$ cat config.mk
export PLATFORM = sky130hd
export DESIGN_NAME = buzzer_scheduler_flat
export DESIGN_NICKNAME = d
export VERILOG_FILES = /design/src/rtl/buzzer_scheduler_if.sv /design/src/rtl/buzzer_scheduler.sv /design/src/flat_wrapper.sv
export SDC_FILE = /design/constraint.sdc
export NUM_CORES = 1
export LEC_CHECK = 0
export CAP_MARGIN = 20
export CORE_MARGIN = 3
export CORE_UTILIZATION = 30
export CTS_CLUSTER_DIAMETER = 150
export CTS_CLUSTER_SIZE = 10
export DETAILED_ROUTE_END_ITERATION = 8
export PLACE_DENSITY_LB_ADDON = 0.15
export SYNTH_ARGS = -nofsm -noshare
export SYNTH_HDL_FRONTEND = slang
export SYNTH_SLANG_ARGS = --single-unit
export TNS_END_PERCENT = 50
$ cat constraint.sdc
create_clock -name clk -period 4.3 [get_ports clk]
set_clock_uncertainty 0.05 [all_clocks]
set_input_delay 0.43 -clock clk [delete_from_list [all_inputs] [get_ports clk]]
set_output_delay 0.43 -clock clk [all_outputs]
set_load 0.02 [all_outputs]
$ cat src/rtl/buzzer_scheduler_if.sv
// Request/response bundle between the clock controller, key logic and the buzzer scheduler.
// The scheduler sits on the slave side; the requesting logic sits on the master side.
interface buzzer_scheduler_if;
    logic       tick_ms;
    logic       alarm_req;
    logic       chime_req;
    logic       click_req;
    logic       buzzer_en;
    logic       busy;
    logic [1:0] active_src;
    logic       alarm_timeout;

    modport master (
        output tick_ms, alarm_req, chime_req, click_req,
        input  buzzer_en, busy, active_src, alarm_timeout
    );

    modport slave (
        input  tick_ms, alarm_req, chime_req, click_req,
        output buzzer_en, busy, active_src, alarm_timeout
    );
endinterface

$ cat src/rtl/buzzer_scheduler.sv
// Shares one buzzer between alarm, hourly chime and key click by fixed priority,
// turning each granted request into a beep pattern timed by the 1 ms tick.
module buzzer_scheduler #(
    parameter int ALARM_ON_MS     = 250,
    parameter int ALARM_OFF_MS    = 250,
    parameter int ALARM_MAX_BEEPS = 120,
    parameter int CHIME_ON_MS     = 100,
    parameter int CHIME_OFF_MS    = 100,
    parameter int CHIME_BEEPS     = 2,
    parameter int CLICK_MS        = 30
) (
    input  logic               clk,
    input  logic               rst,
    buzzer_scheduler_if.slave  bus
);
    typedef enum logic [2:0] {
        S_IDLE    = 3'd0,
        S_ALM_ON  = 3'd1,
        S_ALM_OFF = 3'd2,
        S_CHM_ON  = 3'd3,
        S_CHM_OFF = 3'd4,
        S_CLICK   = 3'd5
    } state_t;

    localparam logic [15:0] ALM_ON_LAST  = 16'(ALARM_ON_MS - 1);
    localparam logic [15:0] ALM_OFF_LAST = 16'(ALARM_OFF_MS - 1);
    localparam logic [15:0] ALM_BEEP_LAST = 16'(ALARM_MAX_BEEPS - 1);
    localparam logic [15:0] CHM_ON_LAST  = 16'(CHIME_ON_MS - 1);
    localparam logic [15:0] CHM_OFF_LAST = 16'(CHIME_OFF_MS - 1);
    localparam logic [15:0] CHM_BEEP_LAST = 16'(CHIME_BEEPS - 1);
    localparam logic [15:0] CLICK_LAST   = 16'(CLICK_MS - 1);

    state_t      state_q, state_d;
    logic [15:0] phase_q, phase_d;
    logic [15:0] alm_beeps_q, alm_beeps_d;
    logic [15:0] chm_beeps_q, chm_beeps_d;
    logic        chime_prev_q, chime_prev_d;
    logic        chime_pend_q, chime_pend_d;
    logic        click_pend_q, click_pend_d;
    logic        mute_q, mute_d;
    logic        buzzer_q, buzzer_d;
    logic        busy_q, busy_d;
    logic [1:0]  src_q, src_d;
    logic        timeout_q, timeout_d;

    logic        alarm_eff, chime_set, click_set, chime_avail, click_avail;
    logic        chime_take, click_take, phase_end;
    logic [15:0] phase_last;

    always_comb begin
        alarm_eff   = bus.alarm_req & ~mute_q;
        chime_set   = bus.chime_req & ~chime_prev_q &
                      ~((state_q == S_CHM_ON) || (state_q == S_CHM_OFF));
        click_set   = bus.click_req & (state_q != S_CLICK);
        chime_avail = chime_pend_q | chime_set;
        click_avail = click_pend_q | click_set;

        case (state_q)
            S_ALM_ON:  phase_last = ALM_ON_LAST;
            S_ALM_OFF: phase_last = ALM_OFF_LAST;
            S_CHM_ON:  phase_last = CHM_ON_LAST;
            S_CHM_OFF: phase_last = CHM_OFF_LAST;
            S_CLICK:   phase_last = CLICK_LAST;
            default:   phase_last = 16'd0;
        endcase
        phase_end = bus.tick_ms && (phase_q == phase_last);

        state_d     = state_q;
        alm_beeps_d = alm_beeps_q;
        chm_beeps_d = chm_beeps_q;
        timeout_d   = 1'b0;
        chime_take  = 1'b0;
        click_take  = 1'b0;

        case (state_q)
            S_IDLE: begin
                if (alarm_eff) begin
                    state_d     = S_ALM_ON;
                    alm_beeps_d = 16'd0;
                end else if (chime_avail) begin
                    state_d     = S_CHM_ON;
                    chm_beeps_d = 16'd0;
                    chime_take  = 1'b1;
                end else if (click_avail) begin
                    state_d    = S_CLICK;
                    click_take = 1'b1;
                end
            end
            S_ALM_ON: begin
                if (!alarm_eff)     state_d = S_IDLE;
                else if (phase_end) state_d = S_ALM_OFF;
            end
            S_ALM_OFF: begin
                if (!alarm_eff) begin
                    state_d = S_IDLE;
                end else if (phase_end) begin
                    if (alm_beeps_q == ALM_BEEP_LAST) begin
                        state_d   = S_IDLE;
                        timeout_d = 1'b1;
                    end else begin
                        state_d     = S_ALM_ON;
                        alm_beeps_d = alm_beeps_q + 16'd1;
                    end
                end
            end
            S_CHM_ON, S_CHM_OFF, S_CLICK: begin
                // Alarm preemption discards the running chime/click for good.
                if (alarm_eff) begin
                    state_d     = S_ALM_ON;
                    alm_beeps_d = 16'd0;
                end else if (phase_end) begin
                    if (state_q == S_CLICK) begin
                        state_d = S_IDLE;
                    end else if (state_q == S_CHM_OFF) begin
                        state_d = S_CHM_ON;
                    end else if (chm_beeps_q == CHM_BEEP_LAST) begin
                        state_d = S_IDLE;
                    end else begin
                        state_d     = S_CHM_OFF;
                        chm_beeps_d = chm_beeps_q + 16'd1;
                    end
                end
            end
            default: state_d = S_IDLE;
        endcase

        // Entering a pattern consumes its request; a fresh request on top of an old one survives.
        chime_pend_d = chime_take ? (chime_pend_q & chime_set) : chime_avail;
        click_pend_d = click_take ? (click_pend_q & click_set) : click_avail;
        mute_d       = timeout_d | (mute_q & bus.alarm_req);
        chime_prev_d = bus.chime_req;
        phase_d      = (state_d != state_q) ? 16'd0 : phase_q + 16'(bus.tick_ms);

        buzzer_d = (state_d == S_ALM_ON) || (state_d == S_CHM_ON) || (state_d == S_CLICK);
        busy_d   = (state_d != S_IDLE);
        case (state_d)
            S_ALM_ON, S_ALM_OFF: src_d = 2'd1;
            S_CHM_ON, S_CHM_OFF: src_d = 2'd2;
            S_CLICK:             src_d = 2'd3;
            default:             src_d = 2'd0;
        endcase
    end

    always_ff @(posedge clk or posedge rst) begin
        if (rst) begin
            state_q      <= S_IDLE;
            phase_q      <= 16'd0;
            alm_beeps_q  <= 16'd0;
            chm_beeps_q  <= 16'd0;
            chime_prev_q <= 1'b0;
            chime_pend_q <= 1'b0;
            click_pend_q <= 1'b0;
            mute_q       <= 1'b0;
            buzzer_q     <= 1'b0;
            busy_q       <= 1'b0;
            src_q        <= 2'd0;
            timeout_q    <= 1'b0;
        end else begin
            state_q      <= state_d;
            phase_q      <= phase_d;
            alm_beeps_q  <= alm_beeps_d;
            chm_beeps_q  <= chm_beeps_d;
            chime_prev_q <= chime_prev_d;
            chime_pend_q <= chime_pend_d;
            click_pend_q <= click_pend_d;
            mute_q       <= mute_d;
            buzzer_q     <= buzzer_d;
            busy_q       <= busy_d;
            src_q        <= src_d;
            timeout_q    <= timeout_d;
        end
    end

    assign bus.buzzer_en     = buzzer_q;
    assign bus.busy          = busy_q;
    assign bus.active_src    = src_q;
    assign bus.alarm_timeout = timeout_q;
endmodule
$ cat src/flat_wrapper.sv
// flat-port wrapper written by rule: the top's interface ports become plain ports
module buzzer_scheduler_flat 
#(
    parameter int ALARM_ON_MS     = 250,
    parameter int ALARM_OFF_MS    = 250,
    parameter int ALARM_MAX_BEEPS = 120,
    parameter int CHIME_ON_MS     = 100,
    parameter int CHIME_OFF_MS    = 100,
    parameter int CHIME_BEEPS     = 2,
    parameter int CLICK_MS        = 30
)
  (clk, rst, bus_tick_ms, bus_alarm_req, bus_chime_req, bus_click_req, bus_buzzer_en, bus_busy, bus_active_src, bus_alarm_timeout);
  buzzer_scheduler_if bus_i ();
  input  logic clk;
  input  logic rst;
  input wire logic [$bits(bus_i.tick_ms)-1:0] bus_tick_ms;
  input wire logic [$bits(bus_i.alarm_req)-1:0] bus_alarm_req;
  input wire logic [$bits(bus_i.chime_req)-1:0] bus_chime_req;
  input wire logic [$bits(bus_i.click_req)-1:0] bus_click_req;
  output wire logic [$bits(bus_i.buzzer_en)-1:0] bus_buzzer_en;
  output wire logic [$bits(bus_i.busy)-1:0] bus_busy;
  output wire logic [$bits(bus_i.active_src)-1:0] bus_active_src;
  output wire logic [$bits(bus_i.alarm_timeout)-1:0] bus_alarm_timeout;
  assign bus_i.tick_ms = bus_tick_ms;
  assign bus_i.alarm_req = bus_alarm_req;
  assign bus_i.chime_req = bus_chime_req;
  assign bus_i.click_req = bus_click_req;
  assign bus_buzzer_en = bus_i.buzzer_en;
  assign bus_busy = bus_i.busy;
  assign bus_active_src = bus_i.active_src;
  assign bus_alarm_timeout = bus_i.alarm_timeout;
  buzzer_scheduler #(.ALARM_ON_MS(ALARM_ON_MS), .ALARM_OFF_MS(ALARM_OFF_MS), .ALARM_MAX_BEEPS(ALARM_MAX_BEEPS), .CHIME_ON_MS(CHIME_ON_MS), .CHIME_OFF_MS(CHIME_OFF_MS), .CHIME_BEEPS(CHIME_BEEPS), .CLICK_MS(CLICK_MS)) u_core (.clk(clk), .rst(rst), .bus(bus_i));
endmodule
==> flow_summary.json, run 1 <==
{
  "multi_input_area_um2": 2350,
  "period_needed_ps": 3430,
  "async_flop_share": 1.00,
  "synthTopCellsByArea": "dfrtp_1 (37%), nand2_1 (5.5%), nor2_1 (5.4%)",
  "synth_ff_type": "dfrtp_1",
  "synth.most_common_cell": "dfrtp_1",
  "start_kind": "flip-flop",
  "fp-row-count": 41,
  "slew_violations": 0,
  "relSlewSlack": 0.433,
  "worst_setup_path_end_kind": "flip-flop",
  "gp_congestion": 0.804,
  "netSwitchingFraction": 0.407,
  "cts_max_level": 3,
  "cts_buffer_depth": 2,
  "via_per_inst": 5.24,
  "status": "finished clean",
  "drive_gt1_frac": 0.0959,
  "p_int_mw": 1.57,
  "cts.reportedPaths.clkPinSlew_ps": 60,
  "pre_cts_ws_ps": 796,
  "synth.distinct_cells": 68,
  "cts_hold_buf": 0,
  "root_buffer": "clkbuf_16",
  "synthToLayoutAreaGrowth_pct": 14.3,
  "combPwrFrac": 0.433,
  "clock_power_share": 0.289,
  "totalWireLength_um": 9680,
  "path_class": "reg -> reg",
  "maxCapViolCount": 0,
  "rsz0062_at_grt": "false",
  "vias": 3358,
  "finish.net_count": 476,
  "antenna_found_initial": 0,
  "synth_seq_cells": 60,
  "post-route-util": 0.358,
  "synth_top_area_share": 0.373,
  "synthTopCellsByCount": "dfrtp_1 (60), nand2_1 (59), nor2_1 (58)",
  "drc": 0,
  "power_frac_seq": 0.278,
  "antenna_cells": 0,
  "max_freq_mhz": 292,
  "stdcell_count": 641,
  "die-area_um2": 14900,
  "wl_per_cell_um": 15.1,
  "initial_core_util": 0.313,
  "hpwlAfterDp_um": 6490,
  "io_buffer_count": 10,
  "dr.pass1.iters": 4,
  "p_per_area_nw_per_um2": 575,
  "grt.total_usage": 0.143,
  "setup_viol": 0,
  "ir_drop_mv": 0.201,
  "clock-sinks": 60,
  "post-route-period-util": 0.797,
  "ys_seq_area_frac": 0.373,
  "die_y_um": 122,
  "seqCellArea_um2": 1500,
  "first_iter_violations": 182,
  "grt_overflow": 0,
  "cts_buffers": 9,
  "die_w_um": 122,
  "netSwitchingPower_mw": 1.08,
  "cts_resized": 0,
  "synth_area_um2": 4030,
  "cts_tree": "built",
  "yosys.area.top_type": "dfrtp_1",
  "finalSetupTns_ps": 0,
  "setup_ws_ps": 871,
  "hold_viol_final": 0,
  "hold_class": "reg -> reg",
  "syn_inst": 460,
  "grt_pass1_vias": 3272,
  "clk_latency_ps": 340,
  "p_leak_nw": 1.89,
  "n_fill_cell": 1299,
  "placeableCoreArea_um2": 12900,
  "grt_pass1_wl_um": 16900,
  "tightest_slew_ps": 850,
  "grt_max_degree": 36,
  "synth_warnings": 0,
  "io_pins": 11,
  "synth_nets": 471,
  "worstPathMaxFanout": 22,
  "cts_setup_buffers": 0,
  "synth-edff-count": 0,
  "critical_path_required_ps": 4520,
  "arrival_ps": 3640,
  "avgSynthCellArea_um2": 8.76,
  "place_inst": 625,
  "postRouteAntennaNets": 0
}
-- path summary, 6_finish.rpt --
check                                             from                                 end  slack (ps)  cells past startpoint
setup reg to reg           u_core.state_q[0]$_DFF_PP0_  u_core.chm_beeps_q[11]$_DFFE_PP0P_         870                      9
min in group asynchronous                          rst   u_core.chm_beeps_q[8]$_DFFE_PP0P_         500                      2
max in group asynchronous                          rst         u_core.phase_q[1]$_DFF_PP0_        2850                      3
setup / recovery           u_core.state_q[0]$_DFF_PP0_  u_core.chm_beeps_q[11]$_DFFE_PP0P_         870                      9
hold reg to reg                u_core.mute_q$_DFF_PP0_             u_core.mute_q$_DFF_PP0_         440                      1
hold / removal                 u_core.mute_q$_DFF_PP0_             u_core.mute_q$_DFF_PP0_         440                      1
-- per-stage QoR --
stage / hold WS [ps] / cell area, um^2 / total power [mW]
2_1_floorplan: 407 / 4030 / 1.63
3_3_place_gp: 427 / 4270 / 1.83
3_5_place_dp: 434 / 4270 / 1.85
4_1_cts: 445 / 4580 / 2.63
5_1_grt: 482 / 4610 / 2.82
6_report: 443 / 4610 / 2.65
-- registers in the layout, indices dropped and copies added, names as in the netlist, 2 cells and up --
register	count
u_core.chm_beeps_q	16
u_core.phase_q	16
u_core.alm_beeps_q	16
u_core.bus.active_src	2
u_core.state_q	3
-- cell families (layout without fill, tap and decap cells) --
group	after synthesis	count (layout)	share of synthesized area
AND/OR/NAND/NOR	230	230	0.293
AO/OA/AOI/OAI	77	77	0.152
flip-flops	60	60	0.373
buffers and inverters	36	45	0.0453
XOR/XNOR	32	32	0.0714
multiplexers	20	20	0.0497
adder cells (fa/ha/maj)	5	5	0.0155
-- placed cells by master, fill, tap and decap left out, drive strengths merged, types with 10 or more instances in the layout --
master         instances
a21oi                 12
and3                  11
clkbuf                10
clkdlybuf4s50         10
dfrtp                 60
inv                   11
mux2i                 20
nand2                 59
nand3                 25
nor2                  59
nor3                  13
o21ai                 19
xor2                  23
-- power by group through the flow --
stage / clock network [mW] / registers, mW / logic [mW]
floorplan: 0 / 0.687 / 0.944
global placement: 0 / 0.746 / 1.09
detailed placement: 0 / 0.746 / 1.10
CTS: 0.789 / 0.736 / 1.11
global route: 0.813 / 0.752 / 1.26
finish: 0.765 / 0.737 / 1.15
-- routing by layer --
metal	global-route usage	share of wire	vias up
met1	0.200	0.50	1632
met3	0.0395	0.040	13
met2	0.208	0.44	53
li1	-	-	1660
met4	0.0616	0.019	0
met5	0	0	-
-- critical path: stages, from the launching register on --
cell and delay (ps):
dfrtp_1 630, buf_4 300, or3b_1 420, a211oi_2 310, a31oi_4 120, nor4_2 270, buf_4 230, o211ai_1 290
or4_1 560, a21oi_1 170
-- layout make-up --
cell class                      instances  area share
Tap cell                              172      0.0467
Multi-Input combinational cell        364       0.511
Sequential cell                        60       0.326
Inverter                               11     0.00896
Clock buffer                           10      0.0497
Clock inverter                          5      0.0168
Timing Repair Buffer                   19      0.0407
No activity file was read; power rests on OpenSTA's default activity.
==> inputs of run 2 (changes only) <==
==> constraint.sdc (replaced) <==
create_clock -name clk -period 3 [get_ports clk]
set_clock_uncertainty 0.05 [all_clocks]
set_input_delay 0.3 -clock clk [delete_from_list [all_inputs] [get_ports clk]]
set_output_delay 0.3 -clock clk [all_outputs]
set_load 0.02 [all_outputs]
==> run 2 against run 1 <==
Compared with the run above:
- worst setup slack got worse by 780 ps
- combinational power rose by 70%
- utilization rose by 2.3 points
- first-iteration DRC count rose by 34%
- via count rose by 2.4%
- critical path depth did not move
- die area did not move
- final cell count rose by 4.5%
- sequential cell count did not move
- power rose by 57%
- clock-buffer cell count did not move
- largest cell class unchanged
==> flow_summary.json, run 2 (same netlist as run 1, synthesis figures left out) <==
{
  "status": "finished clean",
  "postRouteAntennaNets": 0,
  "cts_tree": "built",
  "io_pins": 11,
  "die_w_um": 122,
  "n_fill_cell": 1289,
  "r2r-end": "u_core.phase_q[13]$_DFF_PP0_",
  "reg_top3": "u_core.alm_beeps_q (16), u_core.chm_beeps_q (16), u_core.phase_q (16)",
  "root_buffer": "clkbuf_16",
  "multi_input_area_um2": 2380,
  "critical_path_required_ps": 3170,
  "die_y_um": 122,
  "drive_gt1_frac": 0.159,
  "first_iter_violations": 244,
  "tightest_slew_ps": 756,
  "start_kind": "flip-flop",
  "via_per_inst": 5.13,
  "hold_class": "in -> async",
  "totalWireLength_um": 10100,
  "p_per_area_nw_per_um2": 851,
  "die-area_um2": 14900,
  "io_buffer_count": 10,
  "netSwitchingFraction": 0.387,
  "drc": 0,
  "wl_per_cell_um": 15.1,
  "slew_violations": 0,
  "combPwrFrac": 0.470,
  "cts_buffers": 9,
  "hpwlAfterDp_um": 7050,
  "layout_common_cells": "nand2_1 (59), nor2_1 (58), dfrtp_1 (58)",
  "power_frac_seq": 0.236,
  "startpoint": "u_core.state_q[1]$_DFF_PP0_",
  "r2r_slack_ps": 90,
  "synthToLayoutAreaGrowth_pct": 21.7,
  "grt_overflow": 0,
  "clock-sinks": 60,
  "cts_buffer_depth": 2,
  "p_leak_nw": 2.05,
  "setup_viol": 0,
  "worstPathMaxFanout": 17,
  "max_freq_mhz": 343,
  "gp_congestion": 0.885,
  "ir_drop_mv": 0.355,
  "arrival_ps": 3080,
  "holdWs_ps": 301,
  "reg2reg_depth": 9,
  "p_int_mw": 2.56,
  "hold_viol_final": 0,
  "grt_pass1_wl_um": 17300,
  "vias": 3438,
  "initial_core_util": 0.313,
  "antenna_found_initial": 0,
  "cts.reportedPaths.clkPinSlew_ps": 60,
  "finish.net_count": 504,
  "grt_max_degree": 37,
  "rsz0062_at_grt": "true",
  "worst_setup_path_end_kind": "flip-flop",
  "relSlewSlack": 0.494,
  "path_class": "reg -> reg",
  "r2r_start": "u_core.state_q[1]$_DFF_PP0_",
  "antenna_cells": 0,
  "cts_max_level": 3,
  "dr.pass1.iters": 4,
  "post-route-util": 0.381,
  "final_common_cell": "nand2_1",
  "seqCellArea_um2": 1500,
  "maxCapViolCount": 0,
  "netSwitchingPower_mw": 1.62,
  "post-route-period-util": 0.971,
  "placeableCoreArea_um2": 12900,
  "clock_power_share": 0.294,
  "clk_latency_ps": 340,
  "fp-row-count": 41,
  "grt_pass1_vias": 3386,
  "finalPower_mw": 4.17,
  "period_needed_ps": 2910,
  "grt.total_usage": 0.148
}
[run 2: cell count changes in the layout (fill, tap and decap cells not counted), sizes merged]
cell / before / now
buf: 9 / 37
bufinv: 2 / 3
[run 2: final cells by class]
class                   instances  area share
multi-input cells             364       0.486
flip-flops and latches         60       0.307
repair buffers                 47      0.0837
clock buffers                  10      0.0487
well taps                     172      0.0439
clock inverters                 6      0.0227
inverters                      11     0.00842
[run 2: metrics by stage]
step           std cells  setup TNS (ps)  instance area, um^2  worst slack, ps
2_1_floorplan        460               0                 4030              333
3_3_place_gp         649               0                 4480             53.3
3_5_place_dp         650            -579                 4490            -89.4
4_1_cts              666               0                 4850             19.5
5_1_grt              670            -142                 4900            -28.6
6_report             670               0                 4900             88.4
[run 2: power groups by stage]
stage	sequential, mW	clock [mW]	combinational (mW)
after global placement	0.991	0	1.88
after detailed placement	0.997	0	1.92
after floorplan	0.985	0	1.35
after global routing	1.00	1.30	2.14
after CTS	0.981	1.26	1.94
final	0.984	1.23	1.96
[run 2: layer usage]
layer | part of all wire | track usage
met1 | 0.49 | 0.208
met2 | 0.47 | 0.220
met3 | 0.033 | 0.0371
met4 | 0.011 | 0.0567
met5 | 0 | 0
[run 2: critical path, stage by stage (launching register included)]
cell,delay (ps)
dfrtp_1,450
or2_2,390
a221oi_4,400
o211ai_4,130
buf_4,180
o31ai_1,430
o311ai_4,360
buf_8,260
nand3_1,80
mux2i_1,70
[run 2: worst max path at each step]
stage,end,slack [ps]
finish,u_core.phase_q[13]$_DFF_PP0_,90
floorplan,u_core.phase_q[11]$_DFF_PP0_,330
detailed placement,u_core.phase_q[13]$_DFF_PP0_,-90
global placement,u_core.phase_q[0]$_DFF_PP0_,50
CTS,u_core.phase_q[11]$_DFF_PP0_,20
global route,u_core.phase_q[15]$_DFF_PP0_,-30
[run 2: what timing repair did]
action,in CTS,in global routing
setup buffers,0,4
gates resized for setup,1,5
gates cloned,0,0
pin swaps,0,1
hold buffers,0,0
endpoints found under the setup margin,8,21
==> inputs of run 3 (changes only) <==
--- a/config.mk
+++ b/config.mk
@@ -6,11 +6,14 @@
 export NUM_CORES = 1
 export LEC_CHECK = 0
 export CAP_MARGIN = 20
+export CELL_PAD_IN_SITES_DETAIL_PLACEMENT = 1
+export CELL_PAD_IN_SITES_GLOBAL_PLACEMENT = 2
 export CORE_MARGIN = 3
 export CORE_UTILIZATION = 30
 export CTS_CLUSTER_DIAMETER = 150
 export CTS_CLUSTER_SIZE = 10
 export DETAILED_ROUTE_END_ITERATION = 8
+export MAX_ROUTING_LAYER = met4
 export PLACE_DENSITY_LB_ADDON = 0.15
 export SYNTH_ARGS = -nofsm -noshare
 export SYNTH_HDL_FRONTEND = slang
==> run 3 against run 2 <==
Compared with the run above:
- critical path type unchanged
- largest power group unchanged
- sequential share of layout area increased by 0.58 points
- worst hold slack better by 41 ps
- highest routed layer unchanged
- power decreased by 4.4%
- critical endpoint is now u_core.phase_q[12]$_DFF_PP0_
- clock-buffer cell count grew 3
- clock power down 20%
- utilization decreased by 0.71 points
- worst setup slack better by 84 ps
- sequential power hardly changed
- critical path depth decreased by 1
==> flow_summary.json, run 3 (same netlist as run 1, synthesis figures left out) <==
{
  "status": "finished clean",
  "grt_overflow": 0,
  "root_buffer": "clkbuf_16",
  "drc": 0,
  "m1WireLength_um": 5900,
  "postRouteAntennaNets": 0,
  "die_y_um": 122,
  "grt_pass1_wl_um": 19300,
  "cts_buffer_depth": 2,
  "initial_core_util": 0.313,
  "p_per_area_nw_per_um2": 829,
  "via_per_inst": 5.25,
  "grt_pass1_vias": 3598,
  "grt.total_usage": 0.172,
  "hold_class": "in -> async",
  "io_buffer_count": 10,
  "hpwlAfterDp_um": 8260,
  "relSlewSlack": 0.525,
  "clk_latency_ps": 340,
  "gp_congestion": 0.816,
  "cts_tree": "built",
  "critical_path_required_ps": 3200,
  "first_iter_violations": 121,
  "max_freq_mhz": 354,
  "worst_setup_path_end_kind": "flip-flop",
  "cts_max_level": 3,
  "hold_viol_final": 0,
  "die_w_um": 122,
  "wl_met2_um": 5040,
  "maxCapViolCount": 0,
  "post-route-util": 0.374,
  "route.met3.wl_um": 332,
  "clock-sinks": 60,
  "setup_viol": 0,
  "holdWs_ps": 342,
  "pre_cts_ws_ps": 83.7,
  "grt_max_degree": 33,
  "io_pins": 11,
  "totalWireLength_um": 11400,
  "tightest_slew_ps": 711,
  "die-area_um2": 14900,
  "finish.net_count": 499,
  "worstPathMaxFanout": 19,
  "place_inst": 649,
  "rsz0062_at_grt": "true",
  "antenna_found_initial": 0,
  "r2r_start": "u_core.state_q[0]$_DFF_PP0_",
  "antenna_cells": 0,
  "p_leak_nw": 2.00,
  "layout_common_cells": "nand2_1 (59), nor2_1 (58), dfrtp_1 (58)",
  "fp-row-count": 41,
  "final_common_cell": "nand2_1",
  "setup_ws_ps": 172,
  "vias": 3493,
  "cts_hold_buf": 0,
  "drive_gt1_frac": 0.150,
  "reg_top3": "u_core.alm_beeps_q (16), u_core.chm_beeps_q (16), u_core.phase_q (16)",
  "period_needed_ps": 2830,
  "wl_per_cell_um": 17.2,
  "arrival_ps": 3030,
  "post-route-period-util": 0.943,
  "highest_layer": "met4",
  "startpoint": "u_core.state_q[0]$_DFF_PP0_",
  "path_class": "reg -> reg",
  "cts_buffers": 9,
  "slew_violations": 0,
  "start_kind": "flip-flop",
  "stdcell_count": 665,
  "synthToLayoutAreaGrowth_pct": 19.4,
  "reg2reg_depth": 8,
  "placeableCoreArea_um2": 12900,
  "cts.reportedPaths.clkPinSlew_ps": 50,
  "finalPower_mw": 3.99,
  "dr.pass1.iters": 4,
  "ir_drop_mv": 0.455
}
## run 3: layout make-up
class                           instances  area, um^2
Clock inverter                          3        21.3
Timing Repair Buffer                   42         378
Clock buffer                           13         260
Tap cell                              172         215
Sequential cell                        60        1500
Multi-Input combinational cell        364        2390
Inverter                               11        41.3
Fill cell                            1488        8070
## run 3: power by group
part / internal [mW] / switching, mW
clock network: 0.604 / 0.381
logic: 0.811 / 1.21
registers: 0.893 / 0.0922
total: 2.31 / 1.68
## run 3: worst max-delay path, cell delays in order (launching register included)
cell and delay (ps):
dfrtp_2 460, or3b_1 430, a211oi_2 320, a31oi_4 120
or4_4 530, a21oi_2 200, a2bb2oi_2 200, buf_12 210
mux2i_1 220
## run 3: path summary, 6_finish.rpt
check	to	slack (ps)
worst max-delay path	u_core.phase_q[12]$_DFF_PP0_	170
worst min-delay path	u_core.bus.alarm_timeout$_DFF_PP0_	340
worst max register to register	u_core.phase_q[12]$_DFF_PP0_	170
worst min register to register	u_core.alm_beeps_q[1]$_DFFE_PP0P_	440
max in group asynchronous	u_core.state_q[2]$_DFF_PP0_	1920
min in group clk	u_core.chime_prev_q$_DFF_PP0_	390
## run 3: timing repair
| item | CTS | global route |
|---|---|---|
| setup endpoints to repair | 0 | 16 |
| buffers inserted | 0 | 0 |
| gates resized for setup | 0 | 7 |
## run 3: metrics by stage
stage               area, um^2  setup TNS (ps)
floorplan                 4030               0
global placement          4490               0
detailed placement        4490               0
CTS                       4770               0
global route              4810           -2.92
finish                    4810               0
## run 3: metal layers
layer	global-route usage	up-vias
li1	-	1709
met1	0.244	1734
met2	0.244	37
met3	0.0362	13
met4	0.0532	0
met5	-	-
